[config.mk]
export PLATFORM = sky130hd
export DESIGN_NAME = pri_queue_param_flat
export DESIGN_NICKNAME = d
export VERILOG_FILES = /design/src/rtl/pri_queue_param_pkg.sv /design/src/rtl/pri_queue_param_if.sv /design/src/rtl/pri_queue_cell.sv /design/src/rtl/pri_queue_param.sv /design/src/flat_wrapper.sv
export SDC_FILE = /design/constraint.sdc
export NUM_CORES = 1
export LEC_CHECK = 0
export CORE_AREA = 2 2 96 98
export CTS_CLUSTER_DIAMETER = 80
export DETAILED_ROUTE_END_ITERATION = 10
export DIE_AREA = 0 0 98 100
export PLACE_DENSITY_LB_ADDON = 0.3
export SETUP_SLACK_MARGIN = 0.05
export SYNTH_ARGS = -nofsm -noshare
export SYNTH_HDL_FRONTEND = slang
export SYNTH_SLANG_ARGS = --single-unit
[constraint.sdc]
create_clock -name ck -period 4 [get_ports ck]
set_input_delay 0.4 -clock ck [delete_from_list [all_inputs] [get_ports ck]]
set_output_delay 0.4 -clock ck [all_outputs]
set_load 0.01 [all_outputs]
[src/rtl/pri_queue_param_pkg.sv]
// Shared types and helpers for the parametrised systolic priority queue.
// Optional sticky error flags are enabled with the PRI_QUEUE_ERR_EN macro.
package pri_queue_pkg;

    // Operation applied to every cell of the chain on a given edge.
    typedef enum logic [2:0] {
        HOLD    = 3'd0,
        CLEAR   = 3'd1,
        LOAD    = 3'd2,
        SHIFT   = 3'd3,
        REPLACE = 3'd4
    } pq_op_e;

    localparam int PQ_WIDTH_DEFAULT = 8;
    localparam int PQ_DEPTH_DEFAULT = 6;

    // Occupancy counter width: must be able to represent 0..depth inclusive.
    function automatic int pq_cnt_w(input int depth);
        return $clog2(depth + 1);
    endfunction

    localparam int PQ_CNT_W_DEFAULT = pq_cnt_w(PQ_DEPTH_DEFAULT);

endpackage

[src/rtl/pri_queue_param_if.sv]
// Command/status bundle between a scheduler and the priority queue.
// The err status bits exist only when PRI_QUEUE_ERR_EN is defined.
interface pri_queue_param_if
    import pri_queue_pkg::*;
#(
    parameter int WIDTH = PQ_WIDTH_DEFAULT,
    parameter int DEPTH = PQ_DEPTH_DEFAULT
);
    localparam int CNT_W = pq_cnt_w(DEPTH);

    logic             clear;
    logic             loadIn;
    logic             shiftOut;
    logic [WIDTH-1:0] newVal;
    logic [WIDTH-1:0] top;
    logic             topValid;
    logic [CNT_W-1:0] count;
    logic             full;
    logic             empty;
`ifdef PRI_QUEUE_ERR_EN
    logic [1:0]       err;

    modport master (
        output clear, loadIn, shiftOut, newVal,
        input  top, topValid, count, full, empty, err
    );

    modport slave (
        input  clear, loadIn, shiftOut, newVal,
        output top, topValid, count, full, empty, err
    );
`else
    modport master (
        output clear, loadIn, shiftOut, newVal,
        input  top, topValid, count, full, empty
    );

    modport slave (
        input  clear, loadIn, shiftOut, newVal,
        output top, topValid, count, full, empty
    );
`endif

endinterface

[src/rtl/pri_queue_cell.sv]
// One slot of the systolic priority chain; decides its next entry from its
// own contents, its upper and lower neighbours, the incoming key and the op.
module pri_queue_cell
    import pri_queue_pkg::*;
#(
    parameter int WIDTH    = PQ_WIDTH_DEFAULT,
    parameter bit IS_FIRST = 1'b0
) (
    input  logic ck,
    input  logic r,
    input  pq_op_e op,
    input  logic [WIDTH-1:0] new_val,
    input  logic [WIDTH:0]   upper,
    input  logic [WIDTH:0]   lower,
    output logic [WIDTH:0]   entry
);

    typedef struct packed {
        logic             vld;
        logic [WIDTH-1:0] key;
    } pq_entry_t;

    pq_entry_t entry_reg;
    pq_entry_t entry_next;
    pq_entry_t upper_ent;
    pq_entry_t lower_ent;
    pq_entry_t own_view;
    pq_entry_t up_view;
    logic      ins_here;
    logic      take_up;

    assign upper_ent = pq_entry_t'(upper);
    assign lower_ent = pq_entry_t'(lower);

    // Replace shifts first, so the insert rule sees the chain as it would be
    // one slot higher: own contents come from below, upper contents are ours.
    always_comb begin
        own_view = entry_reg;
        up_view  = upper_ent;
        if (op == REPLACE) begin
            own_view = lower_ent;
            up_view  = entry_reg;
        end
    end

    always_comb begin
        ins_here = (!own_view.vld || (new_val > own_view.key)) &&
                   (IS_FIRST || (up_view.vld && (up_view.key >= new_val)));
        take_up  = !IS_FIRST && (!up_view.vld || (new_val > up_view.key));
    end

    always_comb begin
        entry_next = entry_reg;
        case (op)
            CLEAR:   entry_next = '0;
            SHIFT:   entry_next = lower_ent;
            LOAD, REPLACE: begin
                if (take_up) begin
                    entry_next = up_view;
                end else if (ins_here) begin
                    entry_next.vld = 1'b1;
                    entry_next.key = new_val;
                end else begin
                    entry_next = own_view;
                end
            end
            default: entry_next = entry_reg;
        endcase
    end

    always_ff @(posedge ck) begin
        if (!r) begin
            entry_reg <= '0;
        end else begin
            entry_reg <= entry_next;
        end
    end

    assign entry = entry_reg;

endmodule

[src/rtl/pri_queue_param.sv]
// Parametrised descending priority queue built from a chain of DEPTH cells.
// Defining PRI_QUEUE_ERR_EN adds sticky drop/underflow flags on bus.err.
module pri_queue_param
    import pri_queue_pkg::*;
#(
    parameter int WIDTH = PQ_WIDTH_DEFAULT,
    parameter int DEPTH = PQ_DEPTH_DEFAULT
) (
    input  logic ck,
    input  logic r,
    pri_queue_param_if.slave bus
);

    localparam int PQ_CNT_W = pq_cnt_w(DEPTH);

    typedef struct packed {
        logic             vld;
        logic [WIDTH-1:0] key;
    } pq_entry_t;

    pq_entry_t           slot     [DEPTH];
    pq_entry_t           upper_in [DEPTH];
    pq_entry_t           lower_in [DEPTH];
    pq_op_e              op;
    logic [PQ_CNT_W-1:0] count_reg;
    logic [PQ_CNT_W-1:0] count_next;
    logic                is_full;
    logic                is_empty;

    assign is_full  = (count_reg == PQ_CNT_W'(DEPTH));
    assign is_empty = (count_reg == '0);

    // Illegal or meaningless requests collapse to HOLD so the cells never
    // see a load into a full chain or a shift of an empty one.
    always_comb begin
        op = HOLD;
        if (bus.clear) begin
            op = CLEAR;
        end else if (bus.loadIn && bus.shiftOut) begin
            op = is_empty ? LOAD : REPLACE;
        end else if (bus.loadIn) begin
            op = is_full ? HOLD : LOAD;
        end else if (bus.shiftOut) begin
            op = is_empty ? HOLD : SHIFT;
        end
    end

    always_comb begin
        count_next = count_reg;
        case (op)
            CLEAR:   count_next = '0;
            LOAD:    count_next = count_reg + PQ_CNT_W'(1);
            SHIFT:   count_next = count_reg - PQ_CNT_W'(1);
            default: count_next = count_reg;
        endcase
    end

    always_ff @(posedge ck) begin
        if (!r) begin
            count_reg <= '0;
        end else begin
            count_reg <= count_next;
        end
    end

    generate
        for (genvar gi = 0; gi < DEPTH; gi++) begin : g_cell
            if (gi == 0) begin : g_first
                assign upper_in[gi] = '0;
            end else begin : g_mid_up
                assign upper_in[gi] = slot[gi-1];
            end

            // The last slot pulls in an invalid entry when the chain shifts up.
            if (gi == DEPTH - 1) begin : g_last
                assign lower_in[gi] = '0;
            end else begin : g_mid_dn
                assign lower_in[gi] = slot[gi+1];
            end

            pri_queue_cell #(
                .WIDTH    (WIDTH),
                .IS_FIRST (gi == 0)
            ) u_cell (
                .ck      (ck),
                .r       (r),
                .op      (op),
                .new_val (bus.newVal),
                .upper   (upper_in[gi]),
                .lower   (lower_in[gi]),
                .entry   (slot[gi])
            );
        end
    endgenerate

    assign bus.top      = slot[0].vld ? slot[0].key : '0;
    assign bus.topValid = slot[0].vld;
    assign bus.count    = count_reg;
    assign bus.full     = is_full;
    assign bus.empty    = is_empty;

`ifdef PRI_QUEUE_ERR_EN
    logic [1:0] err_reg;
    logic [1:0] err_next;

    // Only the single-command forms are errors; a replace is always legal.
    always_comb begin
        err_next = err_reg;
        if (bus.clear) begin
            err_next = '0;
        end else if (bus.loadIn && !bus.shiftOut && is_full) begin
            err_next[0] = 1'b1;
        end else if (bus.shiftOut && !bus.loadIn && is_empty) begin
            err_next[1] = 1'b1;
        end
    end

    always_ff @(posedge ck) begin
        if (!r) begin
            err_reg <= '0;
        end else begin
            err_reg <= err_next;
        end
    end

    assign bus.err = err_reg;
`endif

endmodule

[src/flat_wrapper.sv]
// flat-port wrapper written by rule: the top's interface ports become plain ports
module pri_queue_param_flat import pri_queue_pkg::*;
#(
    parameter int WIDTH = PQ_WIDTH_DEFAULT,
    parameter int DEPTH = PQ_DEPTH_DEFAULT
)
  (ck, r, bus_clear, bus_loadIn, bus_shiftOut, bus_newVal, bus_top, bus_topValid, bus_count, bus_full, bus_empty);
  pri_queue_param_if #(.WIDTH(WIDTH), .DEPTH(DEPTH)) bus_i ();
  input  logic ck;
  input  logic r;
  input wire logic [$bits(bus_i.clear)-1:0] bus_clear;
  input wire logic [$bits(bus_i.loadIn)-1:0] bus_loadIn;
  input wire logic [$bits(bus_i.shiftOut)-1:0] bus_shiftOut;
  input wire logic [$bits(bus_i.newVal)-1:0] bus_newVal;
  output wire logic [$bits(bus_i.top)-1:0] bus_top;
  output wire logic [$bits(bus_i.topValid)-1:0] bus_topValid;
  output wire logic [$bits(bus_i.count)-1:0] bus_count;
  output wire logic [$bits(bus_i.full)-1:0] bus_full;
  output wire logic [$bits(bus_i.empty)-1:0] bus_empty;
  assign bus_i.clear = bus_clear;
  assign bus_i.loadIn = bus_loadIn;
  assign bus_i.shiftOut = bus_shiftOut;
  assign bus_i.newVal = bus_newVal;
  assign bus_top = bus_i.top;
  assign bus_topValid = bus_i.topValid;
  assign bus_count = bus_i.count;
  assign bus_full = bus_i.full;
  assign bus_empty = bus_i.empty;
  pri_queue_param #(.WIDTH(WIDTH), .DEPTH(DEPTH)) u_core (.ck(ck), .r(r), .bus(bus_i));
endmodule
# [Yosys cells after proc, flatten, opt, wreduce, memory -nomap -nowiden]
# Index checks and enable logic that the tools add are counted.
[word_totals] regBits=57 latchBits=0 mem_bits_rw=0 mem_bits_ro=0 input_bits=13 out_inout_bits=14 memories=0
[op_classes] addsub=2 mul=0 div=0 n_lt_le_gt_ge=11 n_eq_ne=5 n_shift=0 muxes=32 bitwise_logic=0 n_reduce_logical=29
[op_table] operator="two-way mux 9 bit" count=17
[op_table] operator="one-hot mux 9 bit (3 select lines)" count=5
[op_table] operator="greater-than comparator 8 bit" count=6
[op_table] operator=">= comparator 8 bit" count=5
[op_table] operator="one-hot mux 9 bit (2 select lines)" count=1
[op_table] operator="two-way mux 3 bit" count=5
[op_table] operator="logical AND 1 bit" count=11
[op_table] operator="one-hot mux 3 bit (3 select lines)" count=1
[op_table] operator="two-way mux 8 bit" count=1
[op_table] operator="== test 3 x 2 -> 1 bit, second input constant" count=2
[op_table] operator="== test 3 bit, second input constant" count=2
[op_table] operator="logical NOT 1 bit" count=6
[op_table] operator="logical OR 1 bit" count=6
[op_table] operator="nonzero test 3 bit" count=2
[op_table] operator="two-way mux 2 bit" count=2
[op_table] operator="OR reduction 2 bit" count=2
[op_table] operator="adder 3 x 1 -> 3 bit, second input constant" count=1
[op_table] operator="== test 3 x 1 -> 1 bit, second input constant" count=1
[op_table] operator="logical NOT 3 bit" count=1
[op_table] operator="subtractor 3 x 1 -> 3 bit, second input constant" count=1
[op_table] operator="nonzero test 2 bit" count=1

# [Logic depth before layout (Yosys ltp)]
# Gate-level depths: netlist (run 1).
[logic_depth] ltp_word=14 depth_mapped=17 depth_no_buf=12

# [Hierarchy]
# Synthesis (run 1) repeated with hierarchy kept, for this count alone.
[unflattened] cells_unflattened=941 hier_area_um2=7831.3
[modules_own_cells] mod="pri_queue_cell at u_core.g_cell[2].u_cell ..." n_inst=2 cells_per_inst=158 area_per_inst_um2=1295.0 seq_area_each_um2=180.2
[modules_own_cells] mod="pri_queue_cell at u_core.g_cell[1].u_cell ..." n_inst=2 cells_per_inst=149 area_per_inst_um2=1283.7 seq_area_each_um2=180.2
[modules_own_cells] mod="pri_queue_cell at u_core.g_cell[5].u_cell" n_inst=1 cells_per_inst=162 area_per_inst_um2=1365.1 seq_area_each_um2=180.2
[modules_own_cells] mod="pri_queue_cell at u_core.g_cell[0].u_cell" n_inst=1 cells_per_inst=115 area_per_inst_um2=942.2 seq_area_each_um2=180.2
[modules_own_cells] mod="pri_queue_param" n_inst=1 cells_per_inst=50 area_per_inst_um2=366.6 seq_area_each_um2=60.1

# [Least setup slack after synthesis (run 1)]
# OpenSTA, ideal clock, no wires.
[synth_timing] kind="reg-to-reg" start="register u_core.count_reg[0], in the netlist u_core.bus.count[0]" end="register u_core.g_cell[2].u_cell.entry_reg (netlist bit u_core.g_cell[2].u_cell.entry[6])" setup_time_ps=123 arrival_ps=3244 slack_ps=634 path_stages_with_launch=17 path_cell_list="dfxtp_1 o31ai_4 nor2_4 clkbuf_1 clkbuf_1 nand2_1 nand2_1 inv_1 ha_1 nor2b_1 o211ai_1 a211oi_1 or3_1 buf_2 buf_6 a41oi_1 o21ai_1"
[synth_between] elab_chain_cells=14
[synth_lines] item="start, declared" line="pri_queue_param.sv:25" source="logic [PQ_CNT_W-1:0] count_reg;"
[synth_lines] item="start signal, assigned" line="pri_queue_param.sv:62" source="count_reg <= count_next;"
[synth_lines] item="logical NOT 3 bit" line="pri_queue_param.sv:31" source="assign is_empty = (count_reg == '0);"
[synth_lines] item="two-way mux 2 bit" line="pri_queue_param.sv:44" source="op = is_empty ? HOLD : SHIFT;"
[synth_lines] item="two-way mux 3 bit" line="pri_queue_param.sv:43" source="end else if (bus.shiftOut) begin"
[synth_lines] item="two-way mux 3 bit" line="pri_queue_param.sv:41" source="end else if (bus.loadIn) begin"
[synth_lines] item="two-way mux 3 bit *" line="pri_queue_param.sv:39" source="end else if (bus.loadIn && bus.shiftOut) begin"
[synth_lines] item="two-way mux 3 bit *" line="pri_queue_param.sv:37" source="if (bus.clear) begin"
[synth_lines] item="== test 3 bit" line="pri_queue_cell.sv:40, pri_queue_cell.sv:54"
[synth_lines] item="two-way mux 9 bit" line="pri_queue_cell.sv:40" source="if (op == REPLACE) begin"
[synth_lines] item="greater-than comparator 8 bit (tied with other cells)" line="pri_queue_cell.sv:47" source="ins_here = (!own_view.vld || (new_val > own_view.key)) &&"
[synth_lines] item="logical OR 1 bit or logical AND 1 bit (tied branches)" line="pri_queue_cell.sv:47, pri_queue_cell.sv:48"
[synth_lines] item="logical AND 1 bit" line="pri_queue_cell.sv:47"
[synth_lines] item="two-way mux 9 bit" line="pri_queue_cell.sv:60" source="end else if (ins_here) begin"
[synth_lines] item="two-way mux 9 bit" line="pri_queue_cell.sv:58" source="if (take_up) begin"
[synth_lines] item="one-hot mux 9 bit (3 select lines)" line="pri_queue_cell.sv:54" source="case (op)"
[synth_lines] item="end signal, assigned" line="pri_queue_cell.sv:75" source="entry_reg <= entry_next;"
[synth_lines] item="end, declared" line="pri_queue_cell.sv:23" source="pq_entry_t entry_reg;"
# Every way passes the cells marked *; elsewhere a longest branch is shown, timed or not.
# A chain may end at the register's enable or synchronous reset.

# [Worst setup path after layout (run 1)]
[layout_timing] start="register u_core.count_reg[0], in the netlist u_core.bus.count[0]" end="register u_core.g_cell[1].u_cell.entry_reg (netlist bit u_core.g_cell[1].u_cell.entry[1])"
[layout_between] elab_chain_cells=14
[layout_lines] item="logical NOT 3 bit" line="pri_queue_param.sv:31"
[layout_lines] item="two-way mux 2 bit" line="pri_queue_param.sv:44"
[layout_lines] item="two-way mux 3 bit" line="pri_queue_param.sv:43"
[layout_lines] item="two-way mux 3 bit" line="pri_queue_param.sv:41"
[layout_lines] item="two-way mux 3 bit *" line="pri_queue_param.sv:39"
[layout_lines] item="two-way mux 3 bit *" line="pri_queue_param.sv:37"
[layout_lines] item="== test 3 bit" line="pri_queue_cell.sv:40, pri_queue_cell.sv:54"
[layout_lines] item="two-way mux 9 bit" line="pri_queue_cell.sv:40"
[layout_lines] item="greater-than comparator 8 bit (tied with other cells)" line="pri_queue_cell.sv:47"
[layout_lines] item="logical OR 1 bit or logical AND 1 bit (tied branches)" line="pri_queue_cell.sv:47, pri_queue_cell.sv:48"
[layout_lines] item="logical AND 1 bit" line="pri_queue_cell.sv:47"
[layout_lines] item="two-way mux 9 bit" line="pri_queue_cell.sv:60"
[layout_lines] item="two-way mux 9 bit" line="pri_queue_cell.sv:58"
[layout_lines] item="one-hot mux 9 bit (3 select lines)" line="pri_queue_cell.sv:54"
[layout_lines] item="end signal, assigned" line="pri_queue_cell.sv:75"
[layout_lines] item="end, declared" line="pri_queue_cell.sv:23"
# Marks and branches as above.

==> results of run 1 <==
==> cells by family after synthesis <==
group,count (synthesis)
AOI/OAI and AO/OA,251
xor gates and xnor gates,3
adders and majority gates,49
buffers and inverters,73
DFF,57
muxes,34
and+or+nand+nor,250
==> final cells by class <==
| class | instances | area [sq um] |
|---|---|---|
| Clock buffer | 12 | 165.2 |
| Clock inverter | 4 | 50.05 |
| Fill cell | 756 | 2910 |
| Inverter | 30 | 112.6 |
| Multi-Input combinational cell | 587 | 3906 |
| Sequential cell | 57 | 1141 |
| Tap cell | 111 | 138.9 |
| Timing Repair Buffer | 50 | 465.4 |
==> critical path, cell delays in order, from the launching register on <==
cell and delay [ns]:
dfxtp_1 0.43, o31ai_4 0.43, or2_1 0.21, buf_12 0.26, nand2_1 0.09, nand2_1 0.13
inv_1 0.06, ha_1 0.29, nor2b_1 0.16, o211ai_1 0.12, a211oi_1 0.34, or3_1 0.55
nand3_1 0.18, a41oi_1 0.26
==> path summary, 6_finish.rpt <==
kind                                                                    start                                             to  slack [ns]  depth (start not counted)
worst min-delay path            u_core.g_cell[5].u_cell.entry[5]$_SDFFE_PN0P_  u_core.g_cell[5].u_cell.entry[5]$_SDFFE_PN0P_        0.52                          1
worst max register to register               u_core.bus.count[0]$_SDFFE_PN0P_  u_core.g_cell[1].u_cell.entry[1]$_SDFFE_PN0P_        0.40                         13
worst max-delay path                         u_core.bus.count[0]$_SDFFE_PN0P_  u_core.g_cell[1].u_cell.entry[1]$_SDFFE_PN0P_        0.40                         13
worst min register to register  u_core.g_cell[5].u_cell.entry[5]$_SDFFE_PN0P_  u_core.g_cell[5].u_cell.entry[5]$_SDFFE_PN0P_        0.52                          1
==> cells in the final DEF (no fill, tap or decap), types with 19 or more instances in the layout <==
cell,synthesis,layout
a21oi_1,68,67
dfxtp_1,57,57
inv_1,30,30
a41oi_1,22,22
o21ai_0,53,53
nor2b_1,24,24
a31oi_1,19,19
ha_1,48,48
clkdlybuf4s50_1,0,26
nand3_1,20,20
buf_4,1,22
nand2_1,113,113
==> routing by layer <==
metal / wire length [um] / vias to the layer above / share of wire [%] / global-route usage [%]
li1: - / 2696 / - / -
met1: 6721 / 2783 / 40 / 41.63
met2: 8078 / 318 / 48 / 58.69
met3: 1434 / 57 / 8.5 / 5.292
met4: 582 / 0 / 3.5 / 17.63
met5: 0 / - / 0 / 0
==> per-stage QoR <==
stage	cells	setup WS [ns]	power [mW]	util (%)	area, sq um
2_1_floorplan	717	0.6335	0.8756	-	5321
3_3_place_gp	835	0.2247	0.9853	64.76	5757
3_5_place_dp	835	0.07592	1.004	64.76	5757
4_1_cts	851	0.4310	1.593	67.18	5972
5_1_grt	851	0.1814	1.666	67.26	5979
6_report	851	0.3970	1.603	67.26	5979
==> what timing repair did <==
action | in CTS | in global routing
endpoints found under the setup margin | 0 | 3
buffers inserted | 0 | 0
gates resized for setup | 0 | 1
==> power by group through the flow <==
stage	clock [mW]	combinational (mW)	sequential, mW
finish	0.599	0.383	0.622
detailed placement	0	0.370	0.633
global route	0.621	0.421	0.624
floorplan	0	0.252	0.624
CTS	0.600	0.373	0.620
global placement	0	0.353	0.632
==> impl_results.md, run 1 <==
* Status: finished clean
* P_int at 1.081 mW
* CP Class: register to register
* Switching pwr at approximately 0.52 mW
* Final Hold Violating Endpoints at 0
* FP Rows at 35
* Vias per cell at between 6 and 7
* CTS root buf: clkbuf_8
* Power share of the clock group at a little under two fifths
* HPWL after detailed placement at 11,550 um
* Post-synthesis sequential area ratio at between 20% and 30%
* Period utilization at roughly 90%
* Multiplexer share of the synthesized area at 6.795%
* Max reg flops at between 50 and 60
* First-pass GRT wire length at approximately 27,000 um
* Maximum VDD drop at approximately 0.15 mV
* Syn Inst Count at approximately 700
* Final slew viol count at 0
* GRT Total Usage at 34.21%
* Ratio of cells with drive above 1 in the final layout at between 9 and 10%
* Final nets at 797
* Initial antenna violation count at 0
* Slew headroom at ~18%
* Hold_buf cts at 0
* Yosys warnings at 0
* Hold WC Path Type: register to register
* Combinational Power Share at a little under a quarter
* Die Wd at a little under 100 um
* DR WL/cell at around 20 um
* Post-synth top area cell: dfxtp_1
* Post-synthesis register bit count at 57
* Final setup viols at 0
* Synth Area in Simple Gates at 23.02%
* Fmax at about 0.28 GHz
* Worst Hold Slack at roughly 0.52 ns
* Switching Share at between 30 and 40%
* Synth top area share at between 20% and 30%
* Total Die Area at about 0.01 sq mm
* Largest family of logic cells by synthesized area: compound AO/OA/AOI/OAI gates
* Crit end category: register
* Antenna cells at 0
* Placer Congestion at between 0.9 and 1
* Unrepaired setup endpoints after global routing: no
* TritonCTS Buffers at 9
* Worst-skew pair later-pin latency at approximately 0.35 ns
* Asr flop ratio synth at 0%
* CP Max Fanout at 45
* Skew final at ~0.0094 ns
* Max clock buf depth at 2
* Worst-path clk slew at around 0.080 ns
* Syn Std Cell Area at 0.005321 sq mm
* Synth-to-layout area growth at 12.37%
* WL final at between 15,000 and 20,000 um
* Cell Pwr Density at approximately 270 mW/mm^2
* Setup tns final at 0 ns
* Area share of fa/ha/maj cells after synthesis at between 10% and 20%
* WP data arrival at 3.88 ns
* Clock tree from TritonCTS: built
* Via count at 5,854
* Largest net degree at the start of global routing at 55
* Htree depth at 3
* DR pass1 iterations at 7
* Share of power burned in registers at between 30% and 40%
* Max-cap viol count at 0
* Starting density of the core at approximately three fifths
* EDFF count, synth at 0
* Mapped Avg Cell Area at about 7.4 sq um
* Commonest cells post-synth: nand2_1, a21oi_1, dfxtp_1, o21ai_0, ha_1
* Total core area at between 0.008 and 0.009 sq mm
* Grt total ovfl at 0
* Syn Nets at 779
* CP startpoint kind: register
* Vias in the first global route at 5,701
* Top cells by area, synth: dfxtp_1, ha_1, nand2_1
* Xor/xnor cell area share of the yosys netlist at less than 1%
* Worst endpoint required time at ~4.3 ns
* PortBufs at 26
* Die span in y at 100 um
* Post-route ant nets at 0
* Least-Margin Pin Slew at approximately 1.2 ns
* Compound-cell area share of the yosys netlist at 30.92%
* Initial DRC Count at around 500
* Io pins at 27
* Final min period at approximately 3.6 ns
* Synth unique cells at between 50 and 60
* Clock tree sinks at 57
* Residual DRC at 0
* Most used flip-flop cell after synthesis: dfxtp_1
* Top-count cell post-synth: nand2_1
* Pleak at around 2.3 nW
No activity file was read; power rests on OpenSTA's default activity.
==> run 2: changes to the inputs <==
--- a/config.mk
+++ b/config.mk
@@ -5,10 +5,10 @@
 export SDC_FILE = /design/constraint.sdc
 export NUM_CORES = 1
 export LEC_CHECK = 0
-export CORE_AREA = 2 2 96 98
+export CORE_AREA = 2 2 107 88
 export CTS_CLUSTER_DIAMETER = 80
 export DETAILED_ROUTE_END_ITERATION = 10
-export DIE_AREA = 0 0 98 100
+export DIE_AREA = 0 0 109 90
 export PLACE_DENSITY_LB_ADDON = 0.3
 export SETUP_SLACK_MARGIN = 0.05
 export SYNTH_ARGS = -nofsm -noshare
==> run 2 against run 1 <==
First-iteration DRC count up 35%. Combinational power is 1% higher. Worst setup slack lost 0.097 ns. Global-route usage up 0.21 points. Core utilization hardly changed. Wire length shrank 1.4%. Non-clock buffer count fell by 1. Critical endpoint is now u_core.g_cell[2].u_cell.entry[5]$_SDFFE_PN0P_. Sequential cell count unchanged. Register-to-register slack got worse by 0.097 ns. Largest cell class unchanged. Count of clock-buffer cells in the layout rose by 2.
==> impl_results.md, run 2 (synthesis results as in run 1) <==
* Period utilization at between 90 and 100%
* Slowest CP cell: nor3_2
* Placer Congestion at a little under 0.9
* Commonest non-fill, non-tap cells in the layout: nand2_1, a21oi_1, dfxtp_1
* Cell Pwr Density at roughly 250 mW/mm^2
* Synth-to-layout area growth at 11.33%
* Residual DRC at 0
* Skew final at between 0.009 and 0.01 ns
* Ratio of cells with drive above 1 in the final layout at about 9.0%
* Largest net degree at the start of global routing at 55
* DR WL/cell at ~19 um
* Unrepaired setup endpoints after global routing: no
* Cell Area, Placed at approximately 0.0058 sq mm
* CP Class: register to register
* Final min period at 3.700 ns
* Worst-path clk slew at approximately 0.07 ns
* Io pins at 27
* Pleak at 2.253 nW
* Max clock buf depth at 2
* Vias per cell at slightly below 7
* Slew headroom at between 20% and 30%
* Gr busiest metal: met2
* WL final at around 17,000 um
* Initial antenna violation count at 0
* Final Cell Area at 0.005924 sq mm
* Clock tree from TritonCTS: built
* CP cell instances: o31ai_4, or2_1, buf_12, nand2_1, nand2_1, inv_1, ha_1, nor2b_1, o211ai_1, a211oi_1, nor3_2, nand3_1, o21ai_1
* Final setup viols at 0
* Post-CTS Setup Bufs at 0
* Max reg flops at 54
* Die Wd at approximately 110 um
* GRT Total Usage at about a third
* Commonest non-fill, non-tap cell in the layout: nand2_1
* Clock tree sinks at 57
* Maximum VDD drop at around 0.27 mV
* Vias in the first global route at about 5,500
* Initial DRC Count at between 600 and 700
* Crit-path max cell delay at 0.51 ns
* PortBufs at 26
* Worst endpoint required time at approximately 4.3 ns
* Worst-skew pair later-pin latency at between 0.3 and 0.4 ns
* Post-route ant nets at 0
* Htree depth at 3
* Antenna cells at 0
* Final Hold Violating Endpoints at 0
* Starting density of the core at 60.44%
* CP Max Fanout at 45
* Die span in y at around 90 um
* Crit end category: register
* Total core area at about 0.0088 sq mm
* HPWL after detailed placement at ~11,000 um
* Least-Margin Pin Slew at 1.085 ns
* TritonCTS Buffers at 9
* Max-cap viol count at 0
* Setup tns final at 0 ns
* DR pass1 iterations at 7
* Met3 Use GR at 6.236%
* Status: finished clean
* Hold WC Path Type: register to register
* FP Rows at 31
* First-pass GRT wire length at approximately 27,000 um
* WP data arrival at roughly 4.0 ns
* Final nets at between 700 and 800
* Grt total ovfl at 0
* Fmax at 0.2703 GHz
* GR Util met1 at 46.92%
* Via count at between 5,000 and 6,000
* CTS root buf: clkbuf_8
* CP dominant cell by count: nand2_1
* Total Die Area at 0.009810 sq mm
* Final slew viol count at 0
* Met2 Usage GRT at 53.88%
* CP startpoint kind: register
## run 2: cell count changes in the layout (fill, tap and decap cells not counted), sizes merged
cell | previous run | this run
clkbuf | 12 | 14
bufinv | 1 | 0
clkinvlp | 2 | 0
clkinv | 1 | 0
buf | 24 | 23
## run 2: where the power goes
group / switching [mW] / internal [mW] / total (mW)
clock: 0.239 / 0.253 / 0.492
combinational: 0.234 / 0.153 / 0.387
sequential: 0.0282 / 0.593 / 0.621
total: 0.501 / 0.999 / 1.50
## run 2: layout make-up
class / count / area (sq um)
clock buffer: 14 / 162.7
sequential: 57 / 1141
tap: 115 / 143.9
timing repair buffer: 49 / 457.9
multi-input combinational: 587 / 3906
inverter: 30 / 112.6
fill: 722 / 2880
## run 2: metrics by stage
| step | instances | power (mW) | setup WS [ns] | hold slack, ns | utilization, % |
|---|---|---|---|---|---|
| after floorplan | 717 | 0.8756 | 0.6335 | 0.4705 | - |
| after global placement | 838 | 0.9844 | 0.1754 | 0.5101 | 65.35 |
| after detailed placement | 838 | 1.006 | -0.08495 | 0.4956 | 65.35 |
| after CTS | 852 | 1.492 | 0.2726 | 0.5055 | 67.20 |
| after global routing | 852 | 1.565 | 0.08883 | 0.5357 | 67.29 |
| final | 852 | 1.500 | 0.2998 | 0.5049 | 67.29 |
## run 2: per-layer routing
metal / share of wire, % / up-vias / wire, um
met1: 42 / 2808 / 7027
met3: 9.6 / 43 / 1597
met2: 46 / 368 / 7582
met4: 2.2 / 0 / 368
met5: 0 / - / 0
li1: - / 2696 / -
## run 2: worst paths after layout
kind | endpoint | cells after the start | from | slack, ns
max | u_core.g_cell[2].u_cell.entry[5]$_SDFFE_PN0P_ | 13 | u_core.bus.count[0]$_SDFFE_PN0P_ | 0.30
min reg2reg | u_core.g_cell[5].u_cell.entry[5]$_SDFFE_PN0P_ | 1 | u_core.g_cell[5].u_cell.entry[5]$_SDFFE_PN0P_ | 0.50
max reg2reg | u_core.g_cell[2].u_cell.entry[5]$_SDFFE_PN0P_ | 13 | u_core.bus.count[0]$_SDFFE_PN0P_ | 0.30
min | u_core.g_cell[5].u_cell.entry[5]$_SDFFE_PN0P_ | 1 | u_core.g_cell[5].u_cell.entry[5]$_SDFFE_PN0P_ | 0.50
## run 2: what timing repair did
action / in CTS / in global routing
hold buffers: 0 / 0
setup endpoints to repair: 0 / 8
resized for setup: 0 / 1
## run 2: critical path: cells and delay by family, from the launching register on
family / cells / cell delay (ns)
compound gates: 4 / 1.02
flops: 1 / 0.45
fa+ha+maj: 1 / 0.29
buf+inv: 2 / 0.32
simple gates: 6 / 1.54
==> run 3: changes to the inputs <==
--- a/config.mk
+++ b/config.mk
@@ -5,10 +5,10 @@
 export SDC_FILE = /design/constraint.sdc
 export NUM_CORES = 1
 export LEC_CHECK = 0
-export CORE_AREA = 2 2 107 88
+export CORE_AREA = 2 2 124 102
 export CTS_CLUSTER_DIAMETER = 80
 export DETAILED_ROUTE_END_ITERATION = 10
-export DIE_AREA = 0 0 109 90
+export DIE_AREA = 0 0 126 104
 export PLACE_DENSITY_LB_ADDON = 0.3
 export SETUP_SLACK_MARGIN = 0.05
 export SYNTH_ARGS = -nofsm -noshare
==> constraint.sdc (replaced) <==
create_clock -name ck -period 4 [get_ports ck]
set_input_delay 0.4 -clock ck [delete_from_list [all_inputs] [get_ports ck]]
set_output_delay 0.4 -clock ck [all_outputs]
set_load 0.02 [all_outputs]
==> run 3 against run 2 <==
Final area is 3.4% higher. First-iteration DRC count down 27%. Combinational power down 2%. Largest power group is now the clock network. Die area grew 34%. Final cell count increased by 4.2%. Highest routed layer unchanged. Clock skew hardly changed.
==> impl_results.md, run 3 (synthesis results as in run 1) <==
* FP Rows at 36
* Max clock buf depth at 2
* Final nets at around 790
* Commonest non-fill, non-tap cells in the layout: nand2_1, a21oi_1, dfxtp_1
* Initial antenna violation count at 0
* CP startpoint kind: register
* Final Cell Area at about 0.006 sq mm
* DR WL/cell at 18.40 um
* Period utilization at about nine tenths
* Slew headroom at between 20 and 25%
* Hold_buf cts at 0
* Multi-input logic area at just under 0.004 sq mm
* Grt total ovfl at 0
* Worst-skew pair later-pin latency at around 0.34 ns
* Residual DRC at 0
* Starting density of the core at 44.75%
* Vias per cell at 6.331
* Reg area at between 0.001 and 0.0015 sq mm
* Least-Margin Pin Slew at ~1.2 ns
* Status: finished clean
* Clock tree sinks at 57
* Cell Area, Placed at approximately 0.0058 sq mm
* Antenna cells at 0
* CTS root buf: clkbuf_16
* Worst endpoint required time at 4.26 ns
* Hold WC Path Type: register to register
* Dpl cells at approximately 870
* Final slew viol count at 0
* Vias in the first global route at 5,301
* Cell Pwr Density at 306.2 mW/mm^2
* Setup tns final at 0 ns
* Total core area at ~0.012 sq mm
* Ratio of cells with drive above 1 in the final layout at under 10%
* Max-cap viol count at 0
* Fmax at around 0.27 GHz
* Htree depth at 3
* Clock tree from TritonCTS: built
* PortBufs at 26
* Initial DRC Count at around 500
* Number of fill cells at around 1,100
* Final Hold Violating Endpoints at 0
* Unrepaired setup endpoints after global routing: no
* CP Class: register to register
* First-pass GRT wire length at about 27,000 um
* Total Die Area at roughly 0.013 sq mm
* Io pins at 27
* Via count at 5,622
* HPWL after detailed placement at ~11,000 um
* CP Max Fanout at 45
* Maximum VDD drop at between 0.2 and 0.25 mV
* Post-CTS Setup Bufs at 0
* Placer Congestion at about 0.88
* WL final at 16,340 um
* Die span in y at around 100 um
* Die Wd at around 130 um
* Max reg flops at 54
* GRT Total Usage at approximately 25%
* DR pass1 iterations at 7
* Final min period at between 3 and 4 ns
* Commonest non-fill, non-tap cell in the layout: nand2_1
* TritonCTS Buffers at 9
* Synth-to-layout area growth at 15.17%
* Crit end category: register
* Pleak at 2.322 nW
* Post-route ant nets at 0
* WP data arrival at just under 4 ns
* Final setup viols at 0
* Worst-path clk slew at ~0.060 ns
* Skew final at about 0.0094 ns
* Final instance count without filler cells at 888
* Internal reg-to-reg setup slack at 0.34 ns
* Largest net degree at the start of global routing at 55
## run 3: changes by cell type in the layout (fill, tap and decap cells not counted)
cell / delta
clkbuf_16: +9
clkbuf_8: -9
buf_4: -4
clkbuf_1: -3
bufinv_16: +2
clkinv_2: +2
buf_12: +1
clkinvlp_4: +1
## run 3: stage by stage
step / setup slack [ns] / hold slack [ns] / total power [mW] / utilization [%]
6_report: 0.3372 / 0.5135 / 1.877 / 51.54
5_1_grt: 0.06243 / 0.5446 / 1.950 / 51.54
4_1_cts: 0.3523 / 0.5147 / 1.874 / 51.47
3_5_place_dp: 0.03020 / 0.5055 / 1.001 / 48.70
3_3_place_gp: 0.1405 / 0.4936 / 0.9868 / 48.70
2_1_floorplan: 0.5556 / 0.4705 / 0.8784 / -
## run 3: report_power, final
| group | total, mW | internal, mW | leakage (nW) | switching [mW] |
|---|---|---|---|---|
| sequential | 0.620 | 0.593 | 0.464 | 0.0263 |
| combinational | 0.380 | 0.150 | 1.70 | 0.230 |
| clock | 0.877 | 0.577 | 0.162 | 0.300 |
## run 3: worst paths after layout
path,from,to,cells after the start
setup / recovery,u_core.bus.count[0]$_SDFFE_PN0P_,u_core.g_cell[2].u_cell.entry[6]$_SDFFE_PN0P_,13
hold / removal,u_core.g_cell[5].u_cell.entry[5]$_SDFFE_PN0P_,u_core.g_cell[5].u_cell.entry[5]$_SDFFE_PN0P_,1
setup reg to reg,u_core.bus.count[0]$_SDFFE_PN0P_,u_core.g_cell[2].u_cell.entry[6]$_SDFFE_PN0P_,13
hold reg to reg,u_core.g_cell[5].u_cell.entry[5]$_SDFFE_PN0P_,u_core.g_cell[5].u_cell.entry[5]$_SDFFE_PN0P_,1
## run 3: worst max-delay path: stages, from the launching register on
cell	delay [ns]
dfxtp_1	0.43
o31ai_4	0.44
or2_1	0.20
buf_12	0.24
nand2_1	0.11
nand2_1	0.11
inv_1	0.05
ha_1	0.30
nand4_1	0.14
nor2_1	0.18
a21oi_1	0.09
nor3_2	0.56
nand3_1	0.44
o21ai_1	0.28
## run 3: cell type report
class	count	share of cell area [%]
clock buffer	11	4.124
sequential	57	18.62
clock inverter	5	1.266
inverter	30	1.837
multi-input combinational	587	63.74
timing repair buffer	46	7.309
tap	152	3.103
## run 3: what timing repair did
action	in CTS	in global routing
endpoints found under the setup margin	0	4
resized for setup	0	1
endpoints found under the hold margin	0	0
## run 3: layer usage
metal | global-route usage (%) | wire (um) | up-vias
li1 | - | - | 2703
met4 | 6.201 | 177 | 0
met3 | 4.835 | 1182 | 22
met1 | 34.38 | 7427 | 2643
met2 | 39.86 | 7557 | 254
met5 | 0 | 0 | -
